--- config.mk ---
export PLATFORM = sky130hd
export DESIGN_NAME = uart_rx_frame
export DESIGN_NICKNAME = d
export VERILOG_FILES = /design/src/rtl/uart_pkg.sv /design/src/rtl/uart_rx_bit_timer.sv /design/src/rtl/uart_rx_frame.sv
export SDC_FILE = /design/constraint.sdc
export NUM_CORES = 1
export LEC_CHECK = 0
export ABC_AREA = 1
export CAP_MARGIN = 5
export CORE_ASPECT_RATIO = 0.8
export CORE_MARGIN = 1.5
export CORE_UTILIZATION = 51
export CTS_BUF_LIST = sky130_fd_sc_hd__clkbuf_4 sky130_fd_sc_hd__clkbuf_8
export DETAILED_ROUTE_END_ITERATION = 7
export PLACE_DENSITY = 0.73
export SETUP_SLACK_MARGIN = 0.02
export SYNTH_ARGS = -nofsm -noshare
export SYNTH_HDL_FRONTEND = slang
export SYNTH_SLANG_ARGS = --single-unit
--- constraint.sdc ---
create_clock -name clk -period 1.5 [get_ports clk]
set_input_delay 0.3 -clock clk [delete_from_list [all_inputs] [get_ports clk]]
set_output_delay 0.3 -clock clk [all_outputs]
set_load 0.05 [all_outputs]
--- src/rtl/uart_pkg.sv ---
// Shared UART definitions: framer state encoding and default line format,
// used by both the RX and TX framers.
package uart_pkg;

    typedef enum logic [2:0] {
        ST_IDLE   = 3'd0,
        ST_START  = 3'd1,
        ST_DATA   = 3'd2,
        ST_PARITY = 3'd3,
        ST_STOP   = 3'd4
    } uart_state_e;

    localparam int UART_CLKS_PER_BIT = 16;
    localparam int UART_DATA_BITS    = 8;

endpackage

--- src/rtl/uart_rx_bit_timer.sv ---
// Bit-period counter: counts while not cleared and raises a one-cycle
// sample strobe when the count reaches the supplied terminal value.
module uart_rx_bit_timer #(
    parameter  int CLKS_PER_BIT = 16,
    localparam int CNT_W        = $clog2(CLKS_PER_BIT)
) (
    input  logic             clk,
    input  logic             rst_n,
    input  logic             clr,
    input  logic [CNT_W-1:0] term,
    output logic             tick
);

    logic [CNT_W-1:0] cnt_q;
    logic [CNT_W-1:0] cnt_d;

    assign tick = !clr && (cnt_q == term);

    // Wrap to zero on the strobe so the next bit period starts immediately.
    always_comb begin
        cnt_d = cnt_q + 1'b1;
        if (clr || tick) begin
            cnt_d = '0;
        end
    end

    always_ff @(posedge clk) begin
        if (!rst_n) begin
            cnt_q <= '0;
        end else begin
            cnt_q <= cnt_d;
        end
    end

endmodule

--- src/rtl/uart_rx_frame.sv ---
// UART receive framer: start-bit qualification, mid-bit sampling of data,
// optional parity and stop bit, and registered byte/error pulses.
module uart_rx_frame
    import uart_pkg::*;
#(
    parameter int CLKS_PER_BIT = UART_CLKS_PER_BIT,
    parameter int DATA_BITS    = UART_DATA_BITS,
    parameter int PARITY_EN    = 0,
    parameter int PARITY_ODD   = 0
) (
    input  logic                 clk,
    input  logic                 rst_n,
    input  logic                 rx_level,
    input  logic                 rx_fall,
    output logic [DATA_BITS-1:0] rx_data,
    output logic                 rx_valid,
    output logic                 frame_err,
    output logic                 parity_err,
    output logic                 rx_busy
);

    localparam int   CNT_W    = $clog2(CLKS_PER_BIT);
    localparam int   IDX_W    = $clog2(DATA_BITS + 1);
    localparam int   HALF     = CLKS_PER_BIT / 2;
    localparam logic [CNT_W-1:0] HALF_TERM = CNT_W'(HALF - 1);
    localparam logic [CNT_W-1:0] FULL_TERM = CNT_W'(CLKS_PER_BIT - 1);
    localparam logic [IDX_W-1:0] LAST_IDX  = IDX_W'(DATA_BITS - 1);
    localparam logic PAR_ODD = (PARITY_ODD != 0);
    localparam logic PAR_EN  = (PARITY_EN != 0);

    uart_state_e          state_q, state_d;
    logic [IDX_W-1:0]     idx_q, idx_d;
    logic [DATA_BITS-1:0] shift_q, shift_d;
    logic                 par_err_q, par_err_d;
    logic [DATA_BITS-1:0] rx_data_q, rx_data_d;
    logic                 rx_valid_q, rx_valid_d;
    logic                 frame_err_q, frame_err_d;
    logic                 parity_err_q, parity_err_d;
    logic                 rx_busy_q, rx_busy_d;

    logic                 tmr_clr;
    logic [CNT_W-1:0]     tmr_term;
    logic                 tmr_tick;

    uart_rx_bit_timer #(
        .CLKS_PER_BIT (CLKS_PER_BIT)
    ) u_bit_timer (
        .clk   (clk),
        .rst_n (rst_n),
        .clr   (tmr_clr),
        .term  (tmr_term),
        .tick  (tmr_tick)
    );

    always_comb begin
        state_d      = state_q;
        idx_d        = idx_q;
        shift_d      = shift_q;
        par_err_d    = par_err_q;
        rx_data_d    = rx_data_q;
        rx_valid_d   = 1'b0;
        frame_err_d  = 1'b0;
        parity_err_d = 1'b0;
        tmr_clr      = 1'b0;
        tmr_term     = FULL_TERM;

        case (state_q)
            ST_IDLE: begin
                tmr_clr = 1'b1;
                if (rx_fall) begin
                    state_d   = ST_START;
                    par_err_d = 1'b0;
                end
            end
            ST_START: begin
                tmr_term = HALF_TERM;
                if (tmr_tick) begin
                    if (rx_level) begin
                        state_d = ST_IDLE;
                    end else begin
                        state_d = ST_DATA;
                        idx_d   = '0;
                    end
                end
            end
            // Bits arrive LSB first; shifting in from the top leaves the
            // first bit at bit 0 once all DATA_BITS have been taken.
            ST_DATA: begin
                if (tmr_tick) begin
                    shift_d = {rx_level, shift_q[DATA_BITS-1:1]};
                    idx_d   = idx_q + 1'b1;
                    if (idx_q == LAST_IDX) begin
                        state_d = PAR_EN ? ST_PARITY : ST_STOP;
                    end
                end
            end
            ST_PARITY: begin
                if (tmr_tick) begin
                    par_err_d = (rx_level != ((^shift_q) ^ PAR_ODD));
                    state_d   = ST_STOP;
                end
            end
            // Leave at mid stop bit so a back-to-back start edge is caught.
            ST_STOP: begin
                if (tmr_tick) begin
                    rx_data_d    = shift_q;
                    rx_valid_d   = rx_level & ~par_err_q;
                    frame_err_d  = ~rx_level;
                    parity_err_d = par_err_q;
                    state_d      = ST_IDLE;
                end
            end
            default: begin
                state_d = ST_IDLE;
            end
        endcase

        rx_busy_d = (state_d != ST_IDLE);
    end

    always_ff @(posedge clk) begin
        if (!rst_n) begin
            state_q      <= ST_IDLE;
            idx_q        <= '0;
            shift_q      <= '0;
            par_err_q    <= 1'b0;
            rx_data_q    <= '0;
            rx_valid_q   <= 1'b0;
            frame_err_q  <= 1'b0;
            parity_err_q <= 1'b0;
            rx_busy_q    <= 1'b0;
        end else begin
            state_q      <= state_d;
            idx_q        <= idx_d;
            shift_q      <= shift_d;
            par_err_q    <= par_err_d;
            rx_data_q    <= rx_data_d;
            rx_valid_q   <= rx_valid_d;
            frame_err_q  <= frame_err_d;
            parity_err_q <= parity_err_d;
            rx_busy_q    <= rx_busy_d;
        end
    end

    assign rx_data    = rx_data_q;
    assign rx_valid   = rx_valid_q;
    assign frame_err  = frame_err_q;
    assign parity_err = parity_err_q;
    assign rx_busy    = rx_busy_q;

endmodule

## Word-level counts from Yosys, hierarchy flattened

Index checks and enable logic that the tools add are counted.
W data, S select, Z words.

| storage, ports and cells | value |
|---|---|
| register bits | 32 |
| bits in latches | 0 |
| bits in writable memories | 0 |
| bits in read-only memories | 0 |
| input bits | 4 |
| word-level logic and storage cells | 59 |
| memories | 0 |

| cells by class | value |
|---|---|
| add/sub/neg operators | 2 |
| multiply operators | 0 |
| divide/modulo/power cells | 0 |
| magnitude comparators | 0 |
| eq/ne operators | 12 |
| shift-type cells | 0 |
| multiplexer cells | 17 |
| bitwise logic cells | 4 |
| reductions and logical operators | 14 |

Operators by type and width:

| kind | number |
|---|---|
| $mux W3 | 6 |
| $mux W4 | 4 |
| $pmux W3 S5 | 1 |
| $add A4 B1 Y4 const B | 2 |
| $pmux W4 S2 | 1 |
| $reduce_xor A8 Y1 | 1 |
| $eq A3 B2 Y1 const B | 2 |
| $ne A2 B1 Y1 const B | 3 |
| $reduce_and A3 Y1 | 2 |
| $eq A4 B3 Y1 const B | 1 |
| $eq A4 B4 Y1 | 1 |
| $ne A2 B2 Y1 const B | 2 |
| $reduce_and A2 Y1 | 2 |
| $reduce_and A4 Y1 | 1 |
| $reduce_bool A2 Y1 | 2 |
| $eq A3 B1 Y1 const B | 1 |
| $eq A3 B3 Y1 const B | 1 |
| $logic_not A3 Y1 | 1 |
| $mux W1 | 3 |
| $not A1 Y1 | 3 |
| $reduce_bool A3 Y1 | 1 |
| $mux W2 | 1 |
| $pmux W1 S2 | 1 |
| $reduce_or A2 Y1 | 1 |
| 5 further kinds | 5 |

## Depth between registers and ports, before layout

Gate-level depths: netlist of run 1.

| logic depth | value |
|---|---|
| word-level depth | 7 |
| gate-level depth with buffers | 11 |
| depth with buffers taken out | 11 |

## Cells and area by module

From an unflattened synthesis of run 1, not the netlist that was laid out.

| second synthesis, totals | value |
|---|---|
| cell total of the unflattened synthesis | 206 |
| area total of the unflattened synthesis | 1522.7 um^2 |

By module, submodules not included:

| module | instances | cells an instance | area each (um^2) | sequential area each (um^2) |
|---|---|---|---|---|
| uart_rx_frame | 1 | 166 | 1285.0 | 560.5 |
| uart_rx_bit_timer | 1 | 40 | 237.7 | 80.1 |

## Worst setup path after synthesis of run 1

OpenSTA, ideal clock, no wires.

| timing path | value |
|---|---|
| kind | register to register |
| from | register state_q[0] |
| to | register idx_q[0] |
| library setup time | 0.120 ns |
| arrival | 1.262 ns |
| setup slack | 0.119 ns |
| stages on the path, launching flop included | 11 |
| path buffers | 1 |
| period minus slack after synthesis | 1.381 ns |
| path through | dfxtp_1 -> inv_2 -> nor2_2 -> nand2_2 -> nand2_2 -> nand2_2 -> nor2_4 -> nand2_4 -> buf_8 -> nand3_1 -> a21oi_1 |

| on the way | value |
|---|---|
| longest elaborated chain between the ends | 6 |

RTL lines:

| element | RTL line | text |
|---|---|---|
| start, declared | uart_rx_frame.sv:31 | `uart_state_e state_q, state_d;` |
| start signal, assigned | uart_rx_frame.sv:133 | `state_q <= state_d;` |
| $eq A3 B1 Y1 / $logic_not A3 Y1 (equally long branches) | uart_rx_frame.sv:67 | `case (state_q)` |
| $mux W4 / $mux W1 (equally long branches) | uart_rx_frame.sv:67 |  |
| $eq A4 B4 Y1 / $logic_not A1 Y1 (equally long branches) | uart_rx_bit_timer.sv:17 | `assign tick = !clr && (cnt_q == term);` |
| $logic_and A1 B1 Y1 | uart_rx_bit_timer.sv:17 |  |
| $ne A2 B1 Y1 (no source line) | - |  |
| $reduce_and A4 Y1 (no source line) | - |  |
| end signal, assigned | uart_rx_frame.sv:134 | `idx_q <= idx_d;` |
| end, declared | uart_rx_frame.sv:32 | `logic [IDX_W-1:0] idx_q, idx_d;` |

Parallel ways exist; a longest one is shown, timed or not.
A chain may end at the register's enable or synchronous reset.

## Worst setup path in the final report of run 1

| timing path | value |
|---|---|
| from | register state_q[2] |
| to | register rx_busy_q, in the netlist rx_busy |

| on the way | value |
|---|---|
| longest elaborated chain between the ends | 7 |

RTL lines:

| element | RTL line | text |
|---|---|---|
| $eq A3 B1 Y1 / $logic_not A3 Y1 (equally long branches) | uart_rx_frame.sv:67 |  |
| $mux W4 / $mux W1 (equally long branches) | uart_rx_frame.sv:67 |  |
| $eq A4 B4 Y1 / $logic_not A1 Y1 (equally long branches) | uart_rx_bit_timer.sv:17 |  |
| $logic_and A1 B1 Y1 | uart_rx_bit_timer.sv:17 |  |
| $mux W3 (on tied branches) | - |  |
| $pmux W3 S5 * | uart_rx_frame.sv:67 |  |
| $reduce_bool A3 Y1 * | uart_rx_frame.sv:118 | `rx_busy_d = (state_d != ST_IDLE);` |
| end signal, assigned | uart_rx_frame.sv:141 | `rx_busy_q <= rx_busy_d;` |
| end, declared | uart_rx_frame.sv:39 | `logic rx_busy_q, rx_busy_d;` |

Every way passes the cells marked *; elsewhere a longest branch is shown, timed or not.

==> results by group, run 1 <==
Timing
  – Crit path time final: 1.46 ns
  – Max Clk Rate: 687 MHz
  – Pin slew with the least headroom to its limit: 0.268 ns
  – Unrepaired setup endpoints after global routing: yes
  – Setup Viol. Count Final: 0
  – Slew headroom: 82.0%
  – Period utilisation layout: 97.1%
  – Setup Skew: 0.0157 ns
  – Final Max Tran Viols: 0
  – Hold slack final: 0.477 ns
  – Hold violation count in the final report: 0

CTS
  – CTS root buf: sky130_fd_sc_hd__clkbuf_4
  – Bufs on Longest Clock Path: 2
  – Num CTS Buffers: 5
  – Count of hold-fix buffers inserted at cts: 0
  – Number of sinks on the clock net: 32
  – Clock tree from TritonCTS: yes
  – Clock Latency Late Sink: 0.36 ns
  – # H-tree levels: 2
  – Clock transition at path regs: 0.11 ns

GRT
  – GR Overflow Total: 0
  – Pin count of the biggest net entering global routing: 20
  – Number of antenna violations at the first check in global routing: 0
  – Wire length of the first global-routing pass: 5.90 mm
  – Vias in the first global route: 1294
  – GR Util All Layers: 24.3%

Setup path
  – Worst EP required: 1.75 ns
  – Worst Path Buf+Inv: 2
  – Type of element capturing the critical path: register
  – Slowest-stage cell, CP: sky130_fd_sc_hd__dfxtp_4
  – Worst Path Class, Setup: register to register
  – Arrival time of the worst setup path: 1.71 ns
  – Cells traversed along the worst timing path: inv_2, nand2_2, nor2_4, nand2_1, nand2_2, nor2_4, buf_6, o21ai_0, nand2_1, nand3_1
  – Largest delay share family, worst path: simple AND/OR/NAND/NOR gates
  – Delay of the slowest critical-path stage: 0.39 ns
  – Worst-path maximum fanout: 5
  – Kind of start point of the critical path: register

Cells and area
  – Total inserted antenna cells: 0
  – Share of post-route cells with drive strength above 1: 31.9%
  – Nets: 243
  – FILL cells: 201
  – Relative area change from synthesis to final layout: 38.3%
  – Multi-input gate area in the final layout: 758 um2
  – Sequential Area: 653 um2

Routing
  – Routed wl met2: 1.83 mm
  – Drt via density: 5.36
  – Drt pass-1 iters: 4
  – Iteration-0 DRC Markers: 83
  – Average wire per cell in the routed design: 13.8 um
  – Top metal layer carrying routed signals: met4
  – WL final: 3.80 mm
  – Total via count after detailed routing: 1478
  – ANT nets after route: 0
  – Remaining routing DRC violations: 0
  – Met3 wire length: 232 um
  – Length of routed wiring on met1: 1.62 mm

Synth
  – Number of synthesized flops with an enable pin: 0
  – Net Count, Synth: 202
  – Asr flop ratio synth: 0%
  – Top-count cell post-synth: sky130_fd_sc_hd__nand2_1
  – Synthesis warning total: 0
  – Synthesized instance count: 196
  – Predominant post-synthesis flop cell: sky130_fd_sc_hd__dfxtp_1
  – Count of state elements after synthesis: 32
  – Top cells by instance count after synthesis: sky130_fd_sc_hd__nand2_1 (39), sky130_fd_sc_hd__dfxtp_1 (32), sky130_fd_sc_hd__inv_1 (23)
  – Post-Syn Area per Cell: 7.63 um2
  – Proportion of synthesized chip area in sequential cells: 42.8%
  – Top cell type by total area after synthesis: sky130_fd_sc_hd__dfxtp_1
  – Ranking of synthesized cells by area: sky130_fd_sc_hd__dfxtp_1 (43%), sky130_fd_sc_hd__nand2_1 (9.8%), sky130_fd_sc_hd__nand3_1 (6.4%)
  – Proportion of netlist area held by the largest area contributor: 42.8%
  – Number of unique standard cell types used by synthesis: 28
  – Mapped Area: 1500 um2

Floorplan
  – Core region area: 2770 um2
  – Die H: 51.5 um
  – Count of pins on the block boundary: 16
  – Number of standard-cell rows in the floorplan: 17
  – Full die area: 3270 um2
  – Effective utilization at floorplan: 54.1%
  – Horizontal die dimension: 63.6 um

Outcome
  – Status: finished, final reports clean

Flow run
  – Number of maximum-capacitance constraint violations: 0

Pwr
  – Logic pwr share: 8.5%
  – Seq pwr share: 56.2%
  – Leakage power figure: 0.935 nW
  – Total chip power: 1.54 mW
  – Internal Pwr Total: 1.14 mW
  – Net switching power: 402 uW
  – Power density relative to cell area: 743 nW/um2
  – Max rail drop VDD: 0.000570 V
  – Share of total power consumed by net switching: 26.2%
  – Fraction of power consumed by the clock network: 35.3%

Min path
  – Min-Delay Path Class: register to register

Place
  – Half-perimeter wire length after detailed placement: 2.44 mm
  – Routability congestion estimate from global placement: 0.838
  – Count of buffers inserted at the top-level ports: 15
==> layout by cell type (no fill, tap or decap) <==
cell type                         instances
sky130_fd_sc_hd__clkdlybuf4s50_1          3
sky130_fd_sc_hd__a21oi_1                 13
sky130_fd_sc_hd__nor3_1                   1
sky130_fd_sc_hd__nor3_2                   1
sky130_fd_sc_hd__nor3b_1                  1
sky130_fd_sc_hd__nand2_4                  1
sky130_fd_sc_hd__nand3_1                 19
sky130_fd_sc_hd__a21oi_2                  6
sky130_fd_sc_hd__nor2_1                  15
sky130_fd_sc_hd__nand2_1                 37
sky130_fd_sc_hd__inv_1                   21
sky130_fd_sc_hd__buf_12                  13
sky130_fd_sc_hd__clkbuf_8                 1
sky130_fd_sc_hd__nand2_2                  8
sky130_fd_sc_hd__nor2_4                   4
sky130_fd_sc_hd__o21ai_1                  9
sky130_fd_sc_hd__o21ai_0                  7
sky130_fd_sc_hd__nor3_4                   1
sky130_fd_sc_hd__clkbuf_4                 5
sky130_fd_sc_hd__dfxtp_1                 26
sky130_fd_sc_hd__nand3b_1                 1
sky130_fd_sc_hd__dfxtp_2                  4
sky130_fd_sc_hd__inv_2                    5
sky130_fd_sc_hd__clkinv_2                 2
sky130_fd_sc_hd__ha_1                     2
sky130_fd_sc_hd__o211ai_1                 1
sky130_fd_sc_hd__dfxtp_4                  2
sky130_fd_sc_hd__xor2_1                   3
sky130_fd_sc_hd__buf_6                    1
sky130_fd_sc_hd__nand4_1                  3
sky130_fd_sc_hd__nand2_8                  1
sky130_fd_sc_hd__nor2_8                   1
sky130_fd_sc_hd__buf_4                   20
==> final timing paths <==
check | start | endpoint | slack [ns] | cells past startpoint
max | state_q[2] | rx_busy | 0.04 | 10
min | par_err_q | rx_valid | 0.48 | 1
max reg2reg | state_q[2] | rx_busy | 0.04 | 10
min reg2reg | par_err_q | rx_valid | 0.48 | 1
==> sequential cells by signal (all words and copies together), names as in the netlist <==
signal             cells
u_bit_timer.cnt_q      4
idx_q                  4
par_err_q              1
parity_err             1
rx_busy                1
rx_data                8
rx_valid               1
shift_q                8
frame_err              1
state_q                3
==> cell type report <==
cell class,instances,share of cell area (%)
sequential,32,31.6
clock inverter,2,0.484
clock buffer,6,2.48
timing repair buffer,37,21.8
inverter,26,4.72
multi-input combinational,135,36.6
tap,38,2.30
==> through the flow <==
stage / cell area (um2) / instances / TNS, ns / utilization (%) / setup slack, ns
global route: 2070 / 276 / -0.196 / 74.8 / -0.0701
CTS: 1930 / 263 / 0 / 70.0 / 0.0319
finish: 2070 / 276 / 0 / 74.8 / 0.0437
detailed placement: 1860 / 254 / -0.0308 / 67.2 / -0.0126
floorplan: 1500 / 196 / 0 / - / 0.119
global placement: 1860 / 254 / 0 / 67.2 / 0.0280
==> worst reg2reg max path, cell delays in order (launching register included) <==
cell,delay (ns)
sky130_fd_sc_hd__dfxtp_4,0.39
sky130_fd_sc_hd__inv_2,0.05
sky130_fd_sc_hd__nand2_2,0.10
sky130_fd_sc_hd__nor2_4,0.05
sky130_fd_sc_hd__nand2_1,0.07
sky130_fd_sc_hd__nand2_2,0.07
sky130_fd_sc_hd__nor2_4,0.18
sky130_fd_sc_hd__buf_6,0.15
sky130_fd_sc_hd__o21ai_0,0.10
sky130_fd_sc_hd__nand2_1,0.12
sky130_fd_sc_hd__nand3_1,0.08
==> what timing repair did <==
| item | 4_1_cts | 5_1_grt |
|---|---|---|
| endpoints found under the setup margin | 13 | 25 |
| resized for setup | 3 | 13 |
| gates cloned | 1 | 0 |
| buffers inserted | 0 | 13 |
| pin swaps | 1 | 9 |
==> power groups by stage <==
stage | clock (mW) | sequential (mW) | combinational (mW)
2_1_floorplan | 0 | 0.893 | 0.0544
3_3_place_gp | 0 | 0.887 | 0.105
3_5_place_dp | 0 | 0.888 | 0.110
4_1_cts | 0.546 | 0.869 | 0.111
5_1_grt | 0.593 | 0.867 | 0.140
6_report | 0.543 | 0.865 | 0.130
==> routing by layer <==
| metal | GRT usage [%] | vias up |
|---|---|---|
| li1 | - | 719 |
| met1 | 29.7 | 701 |
| met2 | 37.9 | 44 |
| met3 | 8.37 | 14 |
| met4 | 12.7 | 0 |
| met5 | 0 | - |
==> cell families (layout without fill, tap and decap cells) <==
logic type      count (synthesis)  in the layout  share of synthesized area [%]
compound gates                 36             36                           13.7
xor+xnor                        3              3                           1.76
fa+ha+maj                       2              2                           1.67
buf+inv                        30             71                           8.86
flops                          32             32                           42.8
simple gates                   93             94                           31.2
No activity file was read; power rests on OpenSTA's default activity.
==> inputs of run 2 (changes only) <==
Clock period 1.5 ns to 1.8 ns, I/O delays scaled along.
==> results by group, run 2 (synthesis gave the netlist of run 1 again) <==
Outcome
  – Status: finished, final reports clean

Cells and area
  – Most common cell after layout, fill and taps aside: sky130_fd_sc_hd__nand2_1
  – Share of post-route cells with drive strength above 1: 18.9%
  – Nets: 222
  – Relative area change from synthesis to final layout: 14.3%
  – Total inserted antenna cells: 0
  – Commonest non-fill, non-tap cells in the layout: sky130_fd_sc_hd__nand2_1 (39), sky130_fd_sc_hd__dfxtp_1 (32), sky130_fd_sc_hd__inv_1 (23), sky130_fd_sc_hd__nand3_1 (19), sky130_fd_sc_hd__nor2_1 (15)

Place
  – Count of buffers inserted at the top-level ports: 15
  – Routability congestion estimate from global placement: 0.825
  – Half-perimeter wire length after detailed placement: 2.15 mm
  – Post-place setup slack: 0.0877 ns

CTS
  – Number of sinks on the clock net: 32
  – # H-tree levels: 2
  – Num CTS Buffers: 5
  – CTS root buf: sky130_fd_sc_hd__clkbuf_4
  – Post-cts repair resize count: 4
  – Count of hold-fix buffers inserted at cts: 0
  – Post-CTS setup buffer count: 0
  – Clock tree from TritonCTS: yes
  – Clock Latency Late Sink: 0.34 ns
  – Clock transition at path regs: 0.10 ns
  – Bufs on Longest Clock Path: 2

Routing
  – Drt pass-1 iters: 4
  – WL final: 2.99 mm
  – Drt via density: 5.09
  – Iteration-0 DRC Markers: 39
  – Remaining routing DRC violations: 0
  – Average wire per cell in the routed design: 11.7 um
  – Total via count after detailed routing: 1298
  – ANT nets after route: 0

Timing
  – Setup Viol. Count Final: 0
  – Slew headroom: 67.6%
  – Final worst slack: 0.174 ns
  – Crit path time final: 1.63 ns
  – Final Max Tran Viols: 0
  – Max Clk Rate: 615 MHz
  – Period utilisation layout: 90.3%
  – Setup Skew: 0.0125 ns
  – Total Negative Setup Slacks: 0 ns
  – Unrepaired setup endpoints after global routing: no
  – Hold violation count in the final report: 0
  – Pin slew with the least headroom to its limit: 0.488 ns

GRT
  – GR Util All Layers: 21.0%
  – Wire length of the first global-routing pass: 5.11 mm
  – Vias in the first global route: 1199
  – Number of antenna violations at the first check in global routing: 0
  – Pin count of the biggest net entering global routing: 22
  – GR Overflow Total: 0

Floorplan
  – Die H: 51.5 um
  – Effective utilization at floorplan: 54.1%
  – Number of standard-cell rows in the floorplan: 17
  – Core region area: 2770 um2
  – Count of pins on the block boundary: 16
  – Full die area: 3270 um2
  – Horizontal die dimension: 63.6 um

Pwr
  – Power density relative to cell area: 716 nW/um2
  – Internal Pwr Total: 925 uW
  – Leakage power figure: 0.818 nW
  – Net switching power: 300 uW
  – Seq pwr share: 58.9%
  – Fraction of power consumed by the clock network: 35.1%
  – Max rail drop VDD: 0.000475 V
  – Logic pwr share: 6.0%
  – Share of total power consumed by net switching: 24.5%

Setup path
  – Worst EP required: 2.06 ns
  – Critical register-to-register path startpoint: u_bit_timer.cnt_q[0]
  – Reg2reg setup slack: 0.17 ns
  – Critical path startpoint: u_bit_timer.cnt_q[0]
  – Reg-to-reg critical path endpoint: idx_q[2]
  – Worst Reg-to-Reg Cells: 7
  – Worst Path Class, Setup: register to register
  – Type of element capturing the critical path: register
  – Kind of start point of the critical path: register
  – Worst-path maximum fanout: 6
  – Arrival time of the worst setup path: 1.89 ns

Min path
  – WHS Endpoint: u_bit_timer.cnt_q[0]
  – Min-Delay Path Class: register to register
  – Count of cells along the worst hold path: 1
  – Critical hold path startpoint: u_bit_timer.cnt_q[0]

Flow run
  – Number of maximum-capacitance constraint violations: 0
==> run 2: cell type report <==
cell class,instances,area (um2)
repair buffers,17,140
well taps,38,47.5
multi-input cells,134,723
clock inverters,2,10.0
inverters,26,97.6
flip-flops and latches,32,641
fillers,274,1050
clock buffers,6,51.3
==> run 2: power by group through the flow <==
stage | logic [mW] | registers [mW] | clock network, mW
global placement | 0.0729 | 0.738 | 0
CTS | 0.0740 | 0.722 | 0.444
floorplan | 0.0454 | 0.745 | 0
global route | 0.0820 | 0.723 | 0.462
finish | 0.0736 | 0.722 | 0.430
detailed placement | 0.0744 | 0.739 | 0
==> run 2: worst max-delay path by stage <==
stage | to | slack, ns | depth (start not counted)
final | idx_q[2] | 0.17 | 7
after global routing | idx_q[2] | 0.02 | 7
after CTS | idx_q[2] | 0.17 | 7
after detailed placement | rx_busy | 0.09 | 8
after global placement | rx_busy | 0.19 | 8
after floorplan | idx_q[0] | 0.42 | 10
==> run 2: routing by layer <==
metal	up-vias	global-route usage (%)	wire, um
li1	674	-	-
met1	584	23.8	1360
met2	34	36.0	1430
met3	6	6.61	156
met4	0	10.9	49
met5	-	0	0
==> run 2: stage by stage <==
step	cell area, um2	std cells	power, mW	hold slack, ns	util [%]
after CTS	1710	255	1.24	0.454	61.9
after global routing	1710	255	1.27	0.470	61.9
after detailed placement	1650	247	0.813	0.436	59.8
final	1710	255	1.23	0.451	61.9
after floorplan	1500	196	0.790	0.418	-
after global placement	1650	247	0.811	0.431	59.8
==> run 2: critical path: stages (launching register included) <==
cell and delay [ns]:
sky130_fd_sc_hd__dfxtp_1 0.36, sky130_fd_sc_hd__ha_1 0.17, sky130_fd_sc_hd__nand2_1 0.13, sky130_fd_sc_hd__inv_1 0.24, sky130_fd_sc_hd__nand4_1 0.28, sky130_fd_sc_hd__nand2_1 0.17
sky130_fd_sc_hd__nand2_1 0.06, sky130_fd_sc_hd__a21oi_1 0.13
==> inputs of run 3 (changes only) <==
Settings changed: CORE_UTILIZATION 51 to 50, PLACE_DENSITY 0.73 to 0.72.
==> results by group, run 3 (synthesis gave the netlist of run 1 again) <==
Cells and area
  – Most common cell after layout, fill and taps aside: sky130_fd_sc_hd__nand2_1
  – Non-Filler Cell Area, Final: 1780 um2
  – Nets: 222
  – Relative area change from synthesis to final layout: 19.0%
  – Fraction of the core area covered by cells at the end of the flow: 63.4%
  – Share of post-route cells with drive strength above 1: 18.9%
  – Commonest non-fill, non-tap cells in the layout: sky130_fd_sc_hd__nand2_1 (39), sky130_fd_sc_hd__dfxtp_1 (32), sky130_fd_sc_hd__inv_1 (23), sky130_fd_sc_hd__nand3_1 (19), sky130_fd_sc_hd__nor2_1 (15)
  – Total inserted antenna cells: 0

Pwr
  – Logic pwr share: 5.3%
  – Fraction of power consumed by the clock network: 46.2%
  – Max rail drop VDD: 0.000533 V
  – Seq pwr share: 48.5%
  – Internal Pwr Total: 1.15 mW
  – Net switching power: 335 uW
  – Power density relative to cell area: 836 nW/um2
  – Leakage power figure: 0.840 nW
  – Share of total power consumed by net switching: 22.5%

CTS
  – Count of hold-fix buffers inserted at cts: 0
  – Number of sinks on the clock net: 32
  – Clock tree from TritonCTS: yes
  – Bufs on Longest Clock Path: 2
  – Clock transition at path regs: 0.07 ns
  – Num CTS Buffers: 5
  – Clock Latency Late Sink: 0.29 ns
  – # H-tree levels: 2
  – CTS root buf: sky130_fd_sc_hd__clkbuf_8

Floorplan
  – Number of standard-cell rows in the floorplan: 17
  – Count of pins on the block boundary: 16
  – Core region area: 2810 um2
  – Full die area: 3330 um2
  – Effective utilization at floorplan: 53.3%
  – Horizontal die dimension: 64.2 um
  – Die H: 51.9 um

Setup path
  – Type of element capturing the critical path: output pin
  – Kind of start point of the critical path: register
  – Cells traversed along the worst timing path: clkdlybuf4s50_1
  – Worst Path Buf+Inv: 1
  – Worst Path Class, Setup: register to output pin
  – Worst EP required: 1.44 ns
  – Worst-path maximum fanout: 1
  – Largest delay share family, worst path: buffers and inverters
  – Slowest-stage cell, CP: sky130_fd_sc_hd__clkdlybuf4s50_1
  – Arrival time of the worst setup path: 1.38 ns
  – Delay of the slowest critical-path stage: 0.79 ns

GRT
  – Vias in the first global route: 1186
  – Number of antenna violations at the first check in global routing: 0
  – Pin count of the biggest net entering global routing: 20
  – Wire length of the first global-routing pass: 5.08 mm
  – GR Overflow Total: 0
  – GR Util All Layers: 20.0%

Timing
  – Final Max Tran Viols: 0
  – Slew headroom: 66.7%
  – Hold slack final: 0.449 ns
  – Setup Viol. Count Final: 0
  – Setup Skew: 0.00349 ns
  – Pin slew with the least headroom to its limit: 0.499 ns
  – Final worst slack: 0.0578 ns
  – Unrepaired setup endpoints after global routing: no
  – Hold violation count in the final report: 0
  – Total Negative Setup Slacks: 0 ns
  – Max Clk Rate: 574 MHz
  – Period utilisation layout: 96.8%
  – Crit path time final: 1.74 ns

Routing
  – Remaining routing DRC violations: 0
  – Iteration-0 DRC Markers: 69
  – ANT nets after route: 0
  – Total via count after detailed routing: 1260
  – Drt via density: 4.94
  – Drt pass-1 iters: 5
  – Average wire per cell in the routed design: 11.5 um
  – WL final: 2.94 mm

Place
  – Post-Place Cell Area: 1670 um2
  – Post-place setup slack: 0.117 ns
  – Half-perimeter wire length after detailed placement: 2.13 mm
  – Count of buffers inserted at the top-level ports: 15
  – Routability congestion estimate from global placement: 0.809

Outcome
  – Status: finished, final reports clean

Min path
  – Min-Delay Path Class: register to register

Flow run
  – Number of maximum-capacitance constraint violations: 0
-- run 3: final cells by class --
| class | instances | area, um2 |
|---|---|---|
| fill | 259 | 1030 |
| multi-input combinational | 134 | 723 |
| sequential | 32 | 641 |
| timing repair buffer | 17 | 160 |
| inverter | 26 | 97.6 |
| clock buffer | 5 | 68.8 |
| tap | 38 | 47.5 |
| clock inverter | 3 | 42.5 |
-- run 3: power by group through the flow --
stage	Clock [mW]	Sequential (mW)	Combinational (mW)
after floorplan	0	0.745	0.0454
after global placement	0	0.738	0.0765
after detailed placement	0	0.738	0.0786
after CTS	0.694	0.722	0.0790
after global routing	0.718	0.723	0.0876
final	0.688	0.722	0.0788
-- run 3: worst paths after layout --
kind                             start              endpoint  slack (ns)  cells past startpoint
setup / recovery            parity_err            parity_err        0.06                      1
hold / removal    u_bit_timer.cnt_q[0]  u_bit_timer.cnt_q[0]        0.45                      1
setup reg to reg  u_bit_timer.cnt_q[0]               rx_busy        0.21                      9
hold reg to reg   u_bit_timer.cnt_q[0]  u_bit_timer.cnt_q[0]        0.45                      1
-- run 3: per-stage QoR --
stage               cells  power, mW
floorplan             196      0.790
global placement      247      0.815
detailed placement    247      0.817
CTS                   255       1.50
global route          255       1.53
finish                255       1.49
-- run 3: layer usage --
metal / track usage [%] / routed length (um)
met1: 25.2 / 1430
met2: 32.6 / 1330
met3: 5.19 / 128
met4: 8.51 / 40
met5: 0 / 0
-- run 3: timing repair --
item                                    in CTS  in global routing
buffers inserted                             0                  0
gates resized for setup                      0                  1
endpoints found under the setup margin       0                  1
